--- src/rtl/quake_sample_sequencer.sv ---
// rtl/quake_sample_sequencer.sv - per-period 3-axis sample sequencer with threshold debounce and earthquake alarm
// Optional sticky alarm cleared by i_alarm_clr: define ALARM_LATCH_EN.
module quake_sample_sequencer #(
  parameter int unsigned SAMPLE_DIV   = 100000,
  parameter int unsigned SCALER_LAT   = 2,
  parameter int unsigned RD_TIMEOUT   = 1024,
  parameter logic [23:0] THRESH       = 24'd1000,
  parameter int unsigned TRIG_COUNT   = 3,
  parameter int unsigned HOLD_SAMPLES = 8
) (
  input  logic        i_clk,
  input  logic        i_rstn,
  input  logic        i_en,
  output logic        o_rd_req,
  input  logic        i_rd_done,
  input  logic [15:0] i_xdata,
  input  logic [15:0] i_ydata,
  input  logic [15:0] i_zdata,
  output logic [15:0] o_xraw,
  output logic [15:0] o_yraw,
  output logic [15:0] o_zraw,
  input  logic [23:0] i_xs,
  input  logic [23:0] i_ys,
  input  logic [23:0] i_zs,
  output logic        o_sample_valid,
  output logic        o_exceed,
  output logic        o_alarm,
  input  logic        i_alarm_clr,
  output logic        o_rd_err,
  output logic        o_overrun
);

  localparam int DIV_W  = (SAMPLE_DIV > 1) ? $clog2(SAMPLE_DIV) : 1;
  localparam int TMO_W  = $clog2(RD_TIMEOUT + 1);
  localparam int LAT_W  = $clog2(SCALER_LAT + 1);
  localparam int TRIG_W = $clog2(TRIG_COUNT + 1);

  localparam logic [DIV_W-1:0]  DIV_LAST = DIV_W'(SAMPLE_DIV - 1);
  localparam logic [TMO_W-1:0]  TMO_LAST = TMO_W'(RD_TIMEOUT - 1);
  localparam logic [LAT_W-1:0]  LAT_LAST = LAT_W'(SCALER_LAT - 1);
  localparam logic [TRIG_W-1:0] TRIG_MAX = TRIG_W'(TRIG_COUNT);

  localparam logic [1:0] S_IDLE = 2'd0;
  localparam logic [1:0] S_REQ  = 2'd1;
  localparam logic [1:0] S_WAIT = 2'd2;
  localparam logic [1:0] S_EVAL = 2'd3;

  logic [1:0]        state_q, state_d;
  logic [DIV_W-1:0]  div_cnt_q, div_cnt_d;
  logic [TMO_W-1:0]  tmo_cnt_q, tmo_cnt_d;
  logic [LAT_W-1:0]  lat_cnt_q, lat_cnt_d;
  logic [TRIG_W-1:0] trig_cnt_q, trig_cnt_d;
  logic [15:0]       xraw_q, xraw_d, yraw_q, yraw_d, zraw_q, zraw_d;
  logic              exceed_q, exceed_d;
  logic              alarm_q, alarm_d;
  logic              rd_err_q, rd_err_d;
  logic              overrun_q, overrun_d;
  logic              tick;
  logic              ex;

`ifndef ALARM_LATCH_EN
  localparam int HOLD_W = $clog2(HOLD_SAMPLES + 1);
  localparam logic [HOLD_W-1:0] HOLD_MAX = HOLD_W'(HOLD_SAMPLES);
  logic [HOLD_W-1:0] quiet_cnt_q, quiet_cnt_d;
  logic              unused_clr;
  assign unused_clr = i_alarm_clr;
`endif

  always_comb begin
    tick        = i_en && (div_cnt_q == DIV_LAST);
    div_cnt_d   = (!i_en || tick) ? '0 : div_cnt_q + 1'b1;
    state_d     = state_q;
    tmo_cnt_d   = tmo_cnt_q;
    lat_cnt_d   = lat_cnt_q;
    trig_cnt_d  = trig_cnt_q;
    xraw_d      = xraw_q;
    yraw_d      = yraw_q;
    zraw_d      = zraw_q;
    exceed_d    = exceed_q;
    alarm_d     = alarm_q;
    rd_err_d    = 1'b0;
    overrun_d   = tick && (state_q != S_IDLE);
    ex          = (i_xs > THRESH) | (i_ys > THRESH) | (i_zs > THRESH);
`ifndef ALARM_LATCH_EN
    quiet_cnt_d = quiet_cnt_q;
`else
    // Clear is applied first so a same-cycle set in EVAL overrides it.
    if (i_alarm_clr) alarm_d = 1'b0;
`endif

    case (state_q)
      S_IDLE: begin
        if (tick) begin
          state_d   = S_REQ;
          tmo_cnt_d = '0;
        end
      end
      S_REQ: begin
        if (i_rd_done) begin
          xraw_d    = i_xdata;
          yraw_d    = i_ydata;
          zraw_d    = i_zdata;
          lat_cnt_d = '0;
          state_d   = S_WAIT;
        end else if (tmo_cnt_q == TMO_LAST) begin
          rd_err_d  = 1'b1;
          state_d   = S_IDLE;
        end else begin
          tmo_cnt_d = tmo_cnt_q + 1'b1;
        end
      end
      S_WAIT: begin
        if (lat_cnt_q == LAT_LAST) state_d = S_EVAL;
        else lat_cnt_d = lat_cnt_q + 1'b1;
      end
      S_EVAL: begin
        exceed_d = ex;
        state_d  = S_IDLE;
        if (ex) begin
          trig_cnt_d = (trig_cnt_q == TRIG_MAX) ? trig_cnt_q : trig_cnt_q + 1'b1;
          if (trig_cnt_d == TRIG_MAX) alarm_d = 1'b1;
`ifndef ALARM_LATCH_EN
          quiet_cnt_d = '0;
`endif
        end else begin
          trig_cnt_d = '0;
`ifndef ALARM_LATCH_EN
          quiet_cnt_d = (quiet_cnt_q == HOLD_MAX) ? quiet_cnt_q : quiet_cnt_q + 1'b1;
          if (quiet_cnt_d == HOLD_MAX) alarm_d = 1'b0;
`endif
        end
      end
      default: state_d = S_IDLE;
    endcase
  end

  always_ff @(posedge i_clk) begin
    if (!i_rstn) begin
      state_q     <= S_IDLE;
      div_cnt_q   <= '0;
      tmo_cnt_q   <= '0;
      lat_cnt_q   <= '0;
      trig_cnt_q  <= '0;
      xraw_q      <= '0;
      yraw_q      <= '0;
      zraw_q      <= '0;
      exceed_q    <= 1'b0;
      alarm_q     <= 1'b0;
      rd_err_q    <= 1'b0;
      overrun_q   <= 1'b0;
`ifndef ALARM_LATCH_EN
      quiet_cnt_q <= '0;
`endif
    end else begin
      state_q     <= state_d;
      div_cnt_q   <= div_cnt_d;
      tmo_cnt_q   <= tmo_cnt_d;
      lat_cnt_q   <= lat_cnt_d;
      trig_cnt_q  <= trig_cnt_d;
      xraw_q      <= xraw_d;
      yraw_q      <= yraw_d;
      zraw_q      <= zraw_d;
      exceed_q    <= exceed_d;
      alarm_q     <= alarm_d;
      rd_err_q    <= rd_err_d;
      overrun_q   <= overrun_d;
`ifndef ALARM_LATCH_EN
      quiet_cnt_q <= quiet_cnt_d;
`endif
    end
  end

  assign o_rd_req       = (state_q == S_REQ);
  assign o_sample_valid = (state_q == S_EVAL);
  assign o_xraw         = xraw_q;
  assign o_yraw         = yraw_q;
  assign o_zraw         = zraw_q;
  assign o_exceed       = exceed_q;
  assign o_alarm        = alarm_q;
  assign o_rd_err       = rd_err_q;
  assign o_overrun      = overrun_q;

endmodule

--- config.mk ---
export PLATFORM = sky130hd
export DESIGN_NAME = quake_sample_sequencer
export DESIGN_NICKNAME = d
export VERILOG_FILES = /design/src/rtl/quake_sample_sequencer.sv
export SDC_FILE = /design/constraint.sdc
export NUM_CORES = 1
export LEC_CHECK = 0
export CAP_MARGIN = 20
export CORE_AREA = 4 4 99 101
export DETAILED_ROUTE_END_ITERATION = 8
export DIE_AREA = 0 0 103 105
export PLACE_DENSITY = 0.84
export SYNTH_ARGS = -nofsm -noshare
export SYNTH_HDL_FRONTEND = slang
export SYNTH_SLANG_ARGS = --single-unit
--- constraint.sdc ---
create_clock -name i_clk -period 5.8 [get_ports i_clk]
set_input_delay 0.58 -clock i_clk [delete_from_list [all_inputs] [get_ports i_clk]]
set_output_delay 0.58 -clock i_clk [all_outputs]
set_load 0.005 [all_outputs]
# [After elaboration in Yosys (flattened, before gate mapping)]
# Cells that the tools add are included.
[classes] eq_ne=18 reduce_logical=16 muxes=20 n_lt_le_gt_ge=3 n_addsub=5 bitwise=4
[ops] operator="$gt A24 B10 Y1 const B" n=3
[ops] operator="$mux W11" n=3
[ops] operator="$pmux W11 S2" n=1
[ops] operator="$add A17 B1 Y17 const B" n=1
[ops] operator="$eq A17 B17 Y1 const B" n=1
[ops] operator="$mux W2" n=8
[ops] operator="$add A11 B1 Y11 const B" n=1
[ops] operator="$eq A11 B10 Y1 const B" n=1
[ops] operator="$ne A2 B2 Y1 const B" n=5
[ops] operator="$reduce_and A3 Y1" n=3
[ops] operator="$eq A2 B2 Y1 const B" n=4
[ops] operator="$eq A4 B4 Y1 const B" n=2
[ops] operator="$mux W4" n=2
[ops] operator="$pmux W2 S4" n=1
[ops] operator="$reduce_bool A2 Y1" n=4
[ops] operator="$add A2 B1 Y2 const B" n=2
[ops] operator="$add A4 B1 Y4 const B" n=1
[ops] operator="$eq A2 B1 Y1 const B" n=2
[ops] operator="$mux W1" n=4
[ops] operator="$ne A2 B1 Y1 const B" n=2
[ops] operator="$pmux W2 S2" n=1
[ops] operator="$reduce_and A4 Y1" n=1
[ops] operator="$ne A3 B1 Y1 const B" n=1
[ops] operator="$reduce_or A3 Y1" n=1
[ops] operator="other kinds (8)" n=11
[word_totals] input_bits=125 ff_bits=90 out_inout_bits=54 elab_cells=79

# [Logic depth before layout (Yosys ltp)]
# Gate-level depths: netlist of the first run.
[logic_depth] word_depth=5 ltp_mapped=8 depth_no_buf=7

# [Worst setup path before layout of the first run]
# Ideal clock, no wire load.
[synth_timing] path_kind="register to register" start="reg div_cnt_q[12]" end="reg with a tool-made name" setup_time_ns=0.070 stages_incl_launch_ff=7 slack_ns=3.622 path_buffers=1 synth_period_minus_slack_ns=2.178 arrival_ns=2.108 required_ns=5.730 cell_sequence="dfxtp_1 -> or4b_4 -> nor4_4 -> a31oi_4 -> buf_6 -> or4_1 -> a21oi_1"
[synth_lines] element="start: declaration" line_no="49" source="logic [DIV_W-1:0] div_cnt_q, div_cnt_d;"
[synth_lines] element="start signal: assignment" line_no="156" source="div_cnt_q <= div_cnt_d;"

==> implementation parameters, run 1 <==
Parameter                              Value

Clock network
  Clock-pin slew on the worst setup and hold paths ... 90 ps
  Post-CTS resize count ... 0
  Number of sinks driven by the clock tree ... 90
  Total clock buffers created by CTS ... 9
  Buffer cell driving the clock tree root ... clkbuf_8
  TritonCTS clock tree ... done
  Buffer levels on the longest clock path ... 2
  Number of H-tree levels ... 3
  Count of hold buffers inserted by post-cts repair ... 0
  Worst-Skew Late Latency ... 360 ps
  Number of buffers inserted to repair setup after CTS ... 0

Detailed routing
  Post-route DRC violation count ... 0
  DRC marker count from the first detailed-route iteration ... 154
  Total wire length ... 11,700 um
  Count of antenna-violating nets left after detailed routing ... 0
  Average detailed-routed wire length per instance ... 15.3 um
  Detailed-routing iteration count for the pre-antenna-repair pass ... 5
  Number of vias in the routed layout ... 4,013
  Number of vias per cell ... 5.26

GRT
  Antenna violations before repair ... 0
  Wire length of the first global-routing pass ... 18,300 um
  Overflow after GRT ... 0
  Vias in the first global route ... 3,896
  Maximum number of pins on one net before global-route repair ... 61
  Global router's overall resource usage ... 0.211

Critical path
  Type of origin of the critical path ... flop
  Data arrival time of the critical path ... 1900 ps
  Startpoint-to-endpoint class of the critical path ... flop to output pin
  Required time at the worst-slack endpoint ... 5220 ps
  R2R cell count ... 5
  Largest driver fanout on the critical path ... 17
  Endpoint kind of the worst setup timing path ... output pin
  Worst R2R Setup Slack ... 3350 ps

Timing
  Setup repair after global routing missed its margin ... no
  Largest clock skew in the final design ... 10.3 ps
  Summed negative setup slack over all endpoints ... 0 ps
  Post-route fraction of the period consumed by the critical path ... 0.428
  Number of endpoints with negative hold slack in the final report ... 0
  Final count of negative-setup-slack endpoints ... 0
  Max Clk Rate ... 403 MHz
  Worst Hold Margin ... 436 ps
  Period minus WS final ... 2480 ps
  Slew Viols, Final ... 0
  Slew headroom ... 0.402
  Measured slew at the worst slew-check pin ... 888 ps

Place
  Post-placement cell area ... 5740 sq um
  Final estimated routing congestion in global placement ... 0.791
  Total instance count after detailed placement ... 748
  PortBufs ... 177
  Detailed placer's ending HPWL ... 8820 um

Synth
  Count of state elements after synthesis ... 90
  Main flop type after synthesis ... dfxtp_1
  Number of warning messages in the yosys log ... 0
  Synthesized net count ... 615
  Share of flip-flops with an asynchronous set or reset after synthesis ... 0
  Number of distinct library cell variants in the gate-level netlist after synthesis ... 42
  Post-synthesis instance area ... 3900 sq um
  Post-Syn Area per Cell ... 8.13 sq um
  Part of the Yosys area used for sequential elements ... 0.462
  Number of flops mapped to enable cells by yosys ... 0
  Mapped Cells ... 480

Layout
  Number of inserted diodes ... 0
  Leading cell type in the layout, fill and taps excluded ... clkdlybuf4s50_1
  Total number of nets in the final design ... 783
  Final Non-Filler Cells ... 763
  Commonest non-fill, non-tap cells in the layout ... 177 x clkdlybuf4s50_1, 112 x nand2_1, 90 x dfxtp_1
  Area growth from synthesis to layout ... 52.2%
  Post-route design area ... 5940 sq um
  Share of cells above drive strength 1 ... 0.0322

Floorplanning
  Row count ... 35
  Die height ... 105 um
  Number of top-level pins ... 179
  Die width ... 103 um
  Starting utilization of the core area ... 0.432
  Area of the die ... 10,800 sq um
  Area of the placeable core ... 9020 sq um

Outcome
  Status ... finished clean

Job
  Maximum Capacitance Violations ... 0

Worst hold path
  Class of the tightest hold or removal check ... flop to flop
  Hold depth ... 1

Power
  Leakage Power ... 2.01 nW
  Peak VDD IR ... 0.000155 V
  Power per Cell Area ... 214 nW/um^2
-- through the flow --
step,power [mW],utilization,setup WS [ps]
after floorplan,0.720,-,3620
after global placement,0.844,0.636,3040
after detailed placement,0.850,0.636,2960
final,1.27,0.658,3320
after CTS,1.28,0.658,3320
after global routing,1.32,0.658,3140
-- cell families (layout without fill, tap and decap cells) --
kind of cell               Yosys count  after routing  share of synthesized area
buffers and inverters               34            206                     0.0350
xor gates and xnor gates            17             17                     0.0382
DFF                                 90             90                      0.462
muxes                                1              1                    0.00257
adders and majority gates           10             10                     0.0321
AOI/OAI and AO/OA                   96             96                      0.143
and+or+nand+nor                    232            232                      0.288
-- cell type report --
| class | instances | area (sq um) |
|---|---|---|
| Clock inverter | 5 | 62.6 |
| Clock buffer | 10 | 138 |
| Timing Repair Buffer | 180 | 1790 |
| Sequential cell | 90 | 1800 |
| Fill cell | 742 | 3080 |
| Multi-Input combinational cell | 356 | 1960 |
| Inverter | 11 | 41.3 |
| Tap cell | 111 | 139 |
-- flip-flops by register name, summed over array words and instances (netlist names), named ones only --
register	count
div_cnt_q	17
o_xraw	16
o_yraw	16
o_zraw	16
tmo_cnt_q	11
quiet_cnt_q	4
lat_cnt_q	2
trig_cnt_q	2
o_alarm	1
o_exceed	1
o_overrun	1
o_rd_err	1
state_q	1
-- report_power, final --
| group | leakage (nW) | total [mW] | internal (mW) | switching [mW] |
|---|---|---|---|---|
| clock network | 0.0950 | 0.434 | 0.211 | 0.223 |
| registers | 0.728 | 0.643 | 0.634 | 0.00919 |
| logic | 1.19 | 0.192 | 0.116 | 0.0760 |
-- cells in the mapped netlist, types with 6 or more instances --
cell type  number  area, sq um
and3_1          7         43.8
o21ai_0         7         35.0
nand3_1        13         65.1
o31ai_1         7         52.6
xor2_1         12          105
nand2b_1        6         37.5
nand2_1       112          420
clkbuf_1       18         67.6
o211ai_1        6         45.0
or4_1           9         67.6
inv_1          10         37.5
nor3_1          9         45.0
nor2_1         28          105
ha_1           10          125
and2_1          7         43.8
nand4_1        11         68.8
dfxtp_1        90         1800
a21oi_1        66          330
nor4_1         15         93.8
-- critical path, stage by stage, from the launching register on --
cell	delay [ps]
dfxtp_1	400
ha_1	530
clkdlybuf4s50_1	610
-- per-layer routing --
layer,track usage,vias to the layer above,part of all wire
li1,-,2002,-
met2,0.386,140,0.52
met4,0.0971,0,0.031
met3,0.0454,30,0.082
met5,0,-,0
met1,0.224,1841,0.37
-- path summary, 6_finish.rpt --
check,from,to
max,flop,o_sample_valid
min,tmo_cnt_q[10]$_SDFFE_PN0P_,o_rd_err$_SDFF_PP0_
max reg2reg,div_cnt_q[12]$_SDFF_PP0_,state_q[0]$_SDFFE_PN0P_
min reg2reg,tmo_cnt_q[10]$_SDFFE_PN0P_,o_rd_err$_SDFF_PP0_
No activity file was read; power rests on OpenSTA's default activity.
==> run 2: changes to the inputs <==
CORE_AREA = 4 4 108 110   (was 4 4 99 101)
DIE_AREA = 0 0 112 114   (was 0 0 103 105)
PLACE_DENSITY = 0.75   (was 0.84)
clock period = 2.1 ns   (was 5.8 ns; I/O delays follow)
==> run 2 against run 1 <==
  * The flow now finishes with violations (negative setup slack)
  * Combinational power grew to 3.0 times the previous value
  * Hold slack worse by 51 ps
  * Setup slack worse by 3400 ps
  * Clock power grew to 2.6 times the previous value
  * Via count is 2.4% higher
  * Power grew to 2.8 times the previous value
  * Final area is 4.3% higher
  * Sequential power grew to 2.8 times the previous value
  * Clock skew is 4.5 ps higher
  * First-iteration DRC count is 85% higher
  * Die area is 18% higher
  * Critical path type is now flop to flop
  * Critical endpoint is now tmo_cnt_q[3]$_SDFFE_PN0P_
  * Largest power group unchanged
==> implementation parameters, run 2 (synthesized netlist as in run 1, its figures left out) <==
Parameter                              Value

Floorplanning
  Starting utilization of the core area ... 0.365 (-0.0678)
  Die width ... 112 um (+8.7%)
  Die height ... 114 um (+8.6%)
  Area of the placeable core ... 10,700 sq um (+19%)
  Row count ... 38 (+8.6%)
  Number of top-level pins ... 179 (unchanged)
  Area of the die ... 12,800 sq um (+18%)

GRT
  Met2 demand-to-capacity share in global routing ... 0.357 (-0.0290)
  Global router's overall resource usage ... 0.191 (-0.0204)
  Maximum number of pins on one net before global-route repair ... 51 (-16%)
  Antenna violations before repair ... 0 (unchanged)
  Met3 Track Usage GR ... 0.0621 (+0.0167)
  Wire length of the first global-routing pass ... 20,000 um (+9.3%)
  GRT met1 Usage ... 0.202 (-0.0226)
  Global routing's busiest layer ... met2
  Vias in the first global route ... 4,185 (+7.4%)
  Overflow after GRT ... 0 (unchanged)

Timing
  Measured slew at the worst slew-check pin ... 533 ps (-355 ps)
  Largest clock skew in the final design ... 14.8 ps (+4.48 ps)
  Slew headroom ... 0.645 (+0.242)
  Post-route fraction of the period consumed by the critical path ... 1.03
  Number of endpoints with negative hold slack in the final report ... 0 (unchanged)
  Slew Viols, Final ... 0 (unchanged)
  Setup repair after global routing missed its margin ... yes
  Period minus WS final ... 2160 ps
  Max Clk Rate ... 463 MHz
  Post-route setup slack ... -57.6 ps (-3380 ps)
  Final count of negative-setup-slack endpoints ... 2 (+2)

Layout
  Max reg flops ... 17 (unchanged)
  Number of inserted diodes ... 0 (unchanged)
  Total number of nets in the final design ... 805 (+2.8%)
  Leading cell type in the layout, fill and taps excluded ... clkdlybuf4s50_1
  Commonest non-fill, non-tap cells in the layout ... 177 x clkdlybuf4s50_1, 112 x nand2_1, 88 x dfxtp_1
  Finished Core Util ... 0.579 (-0.0792)
  Share of cells above drive strength 1 ... 0.0785 (+0.0463)
  FF+latch area ... 1800 sq um (+0.14%)
  Most flops, register ... div_cnt_q
  Final-layout fill cell count ... 973 (+31%)
  Area growth from synthesis to layout ... 58.8%
  Area of the multi-input gates ... 2010 sq um (+2.4%)

Critical path
  Largest driver fanout on the critical path ... 6 (-11)
  Endpoint kind of the worst setup timing path ... flop
  Startpoint-to-endpoint class of the critical path ... flop to flop
  Type of origin of the critical path ... flop
  Required time at the worst-slack endpoint ... 2330 ps (-2890 ps)
  Reg2Reg Launch Point ... div_cnt_q[8]$_SDFF_PP0_
  Beginning of the critical path ... div_cnt_q[8]$_SDFF_PP0_
  Data arrival time of the critical path ... 2390 ps (+490 ps)

Clock network
  Buffer levels on the longest clock path ... 2 (unchanged)
  TritonCTS clock tree ... done
  Total clock buffers created by CTS ... 9 (unchanged)
  Number of H-tree levels ... 3 (unchanged)
  Clock-pin slew on the worst setup and hold paths ... 100 ps (about the same)
  Count of hold buffers inserted by post-cts repair ... 0 (unchanged)
  Worst-Skew Late Latency ... 360 ps (about the same)
  Buffer cell driving the clock tree root ... clkbuf_8
  Number of sinks driven by the clock tree ... 90 (unchanged)

Detailed routing
  Total wire length ... 12,700 um (+8.5%)
  Detailed-routing iteration count for the pre-antenna-repair pass ... 4 (-1)
  Count of antenna-violating nets left after detailed routing ... 0 (unchanged)
  Average detailed-routed wire length per instance ... 15.6 um (+1.5%)
  DRC marker count from the first detailed-route iteration ... 285 (+85%)
  Post-route DRC violation count ... 0 (unchanged)
  Number of vias per cell ... 5.04 (-4.1%)
  Number of vias in the routed layout ... 4,111 (+2.4%)

Outcome
  Violated checks ... negative setup slack
  Status ... complete, but fails checks

Worst hold path
  Min-delay src ... i_xdata[9]
  Class of the tightest hold or removal check ... primary input to flop

Power
  Peak VDD IR ... 0.000301 V (+94%)
  Power per Cell Area ... 565 nW/um^2 (+160%)
  Sequential share of power ... 0.507 (about the same)
  NetSw ... 0.909 mW (+200%)
  Cell-internal power ... 2.59 mW (+170%)
  Sw frac ... 0.260 (+0.0167)
  Leakage Power ... 2.13 nW (+5.8%)
  Share of power burned in combinational logic ... 0.167 (+0.016)
  Fraction of power consumed by the clock network ... 0.326 (-0.016)

Place
  Setup slack after placement ... -80.6 ps (-3050 ps)
  PortBufs ... 177 (unchanged)
  Detailed placer's ending HPWL ... 9400 um (+6.7%)
  Final estimated routing congestion in global placement ... 0.951 (+20%)

Job
  Maximum Capacitance Violations ... 0 (unchanged)
[run 2: metrics by stage]
| step | power (mW) | hold slack (ps) | instances | cell area, sq um | TNS (ps) |
|---|---|---|---|---|---|
| 3_3_place_gp | 2.37 | 422 | 795 | 5940 | 0 |
| 3_5_place_dp | 2.38 | 436 | 795 | 5940 | -203 |
| 5_1_grt | 3.69 | 376 | 815 | 6200 | -615 |
| 6_report | 3.50 | 385 | 815 | 6200 | -74.2 |
| 4_1_cts | 3.54 | 367 | 813 | 6160 | -16.7 |
| 2_1_floorplan | 1.99 | 328 | 480 | 3900 | 0 |
[run 2: path summary, 6_finish.rpt]
path	to	slack (ps)	depth (start not counted)
worst min register to register	div_cnt_q[0]$_SDFF_PP0_	450	1
worst min-delay path	o_xraw[9]$_SDFFE_PN0P_	380	3
worst max-delay path	tmo_cnt_q[3]$_SDFFE_PN0P_	-60	7
worst max register to register	tmo_cnt_q[3]$_SDFFE_PN0P_	-60	7
[run 2: critical path, stage by stage (launching register included)]
cell	delay (ps)
dfxtp_2	340
or4b_4	520
nor4_4	220
buf_4	190
a31oi_4	130
clkbuf_2	200
o31ai_1	320
a21oi_1	110
[run 2: layer usage]
layer | routed length, um | share of wire
met4 | 240 | 0.019
met2 | 6580 | 0.52
met5 | 0 | 0
met1 | 4730 | 0.37
met3 | 1140 | 0.090
[run 2: final cells by class]
class | instances | share of cell area
tap | 140 | 0.0283
clock buffer | 10 | 0.0222
inverter | 11 | 0.00666
timing repair buffer | 201 | 0.319
sequential | 90 | 0.291
clock inverter | 6 | 0.00868
multi-input combinational | 357 | 0.324
[run 2: power by group through the flow]
stage | Combinational, mW | Clock [mW] | Sequential [mW]
after floorplan | 0.172 | 0 | 1.82
after global placement | 0.555 | 0 | 1.81
after detailed placement | 0.569 | 0 | 1.82
after CTS | 0.579 | 1.19 | 1.78
after global routing | 0.636 | 1.27 | 1.78
final | 0.585 | 1.14 | 1.78
[run 2: what timing repair did]
item	in CTS	in global routing
resized for setup	3	7
endpoints found under the setup margin	7	12
cloned	1	0
pin swaps	0	3
setup buffers	1	2
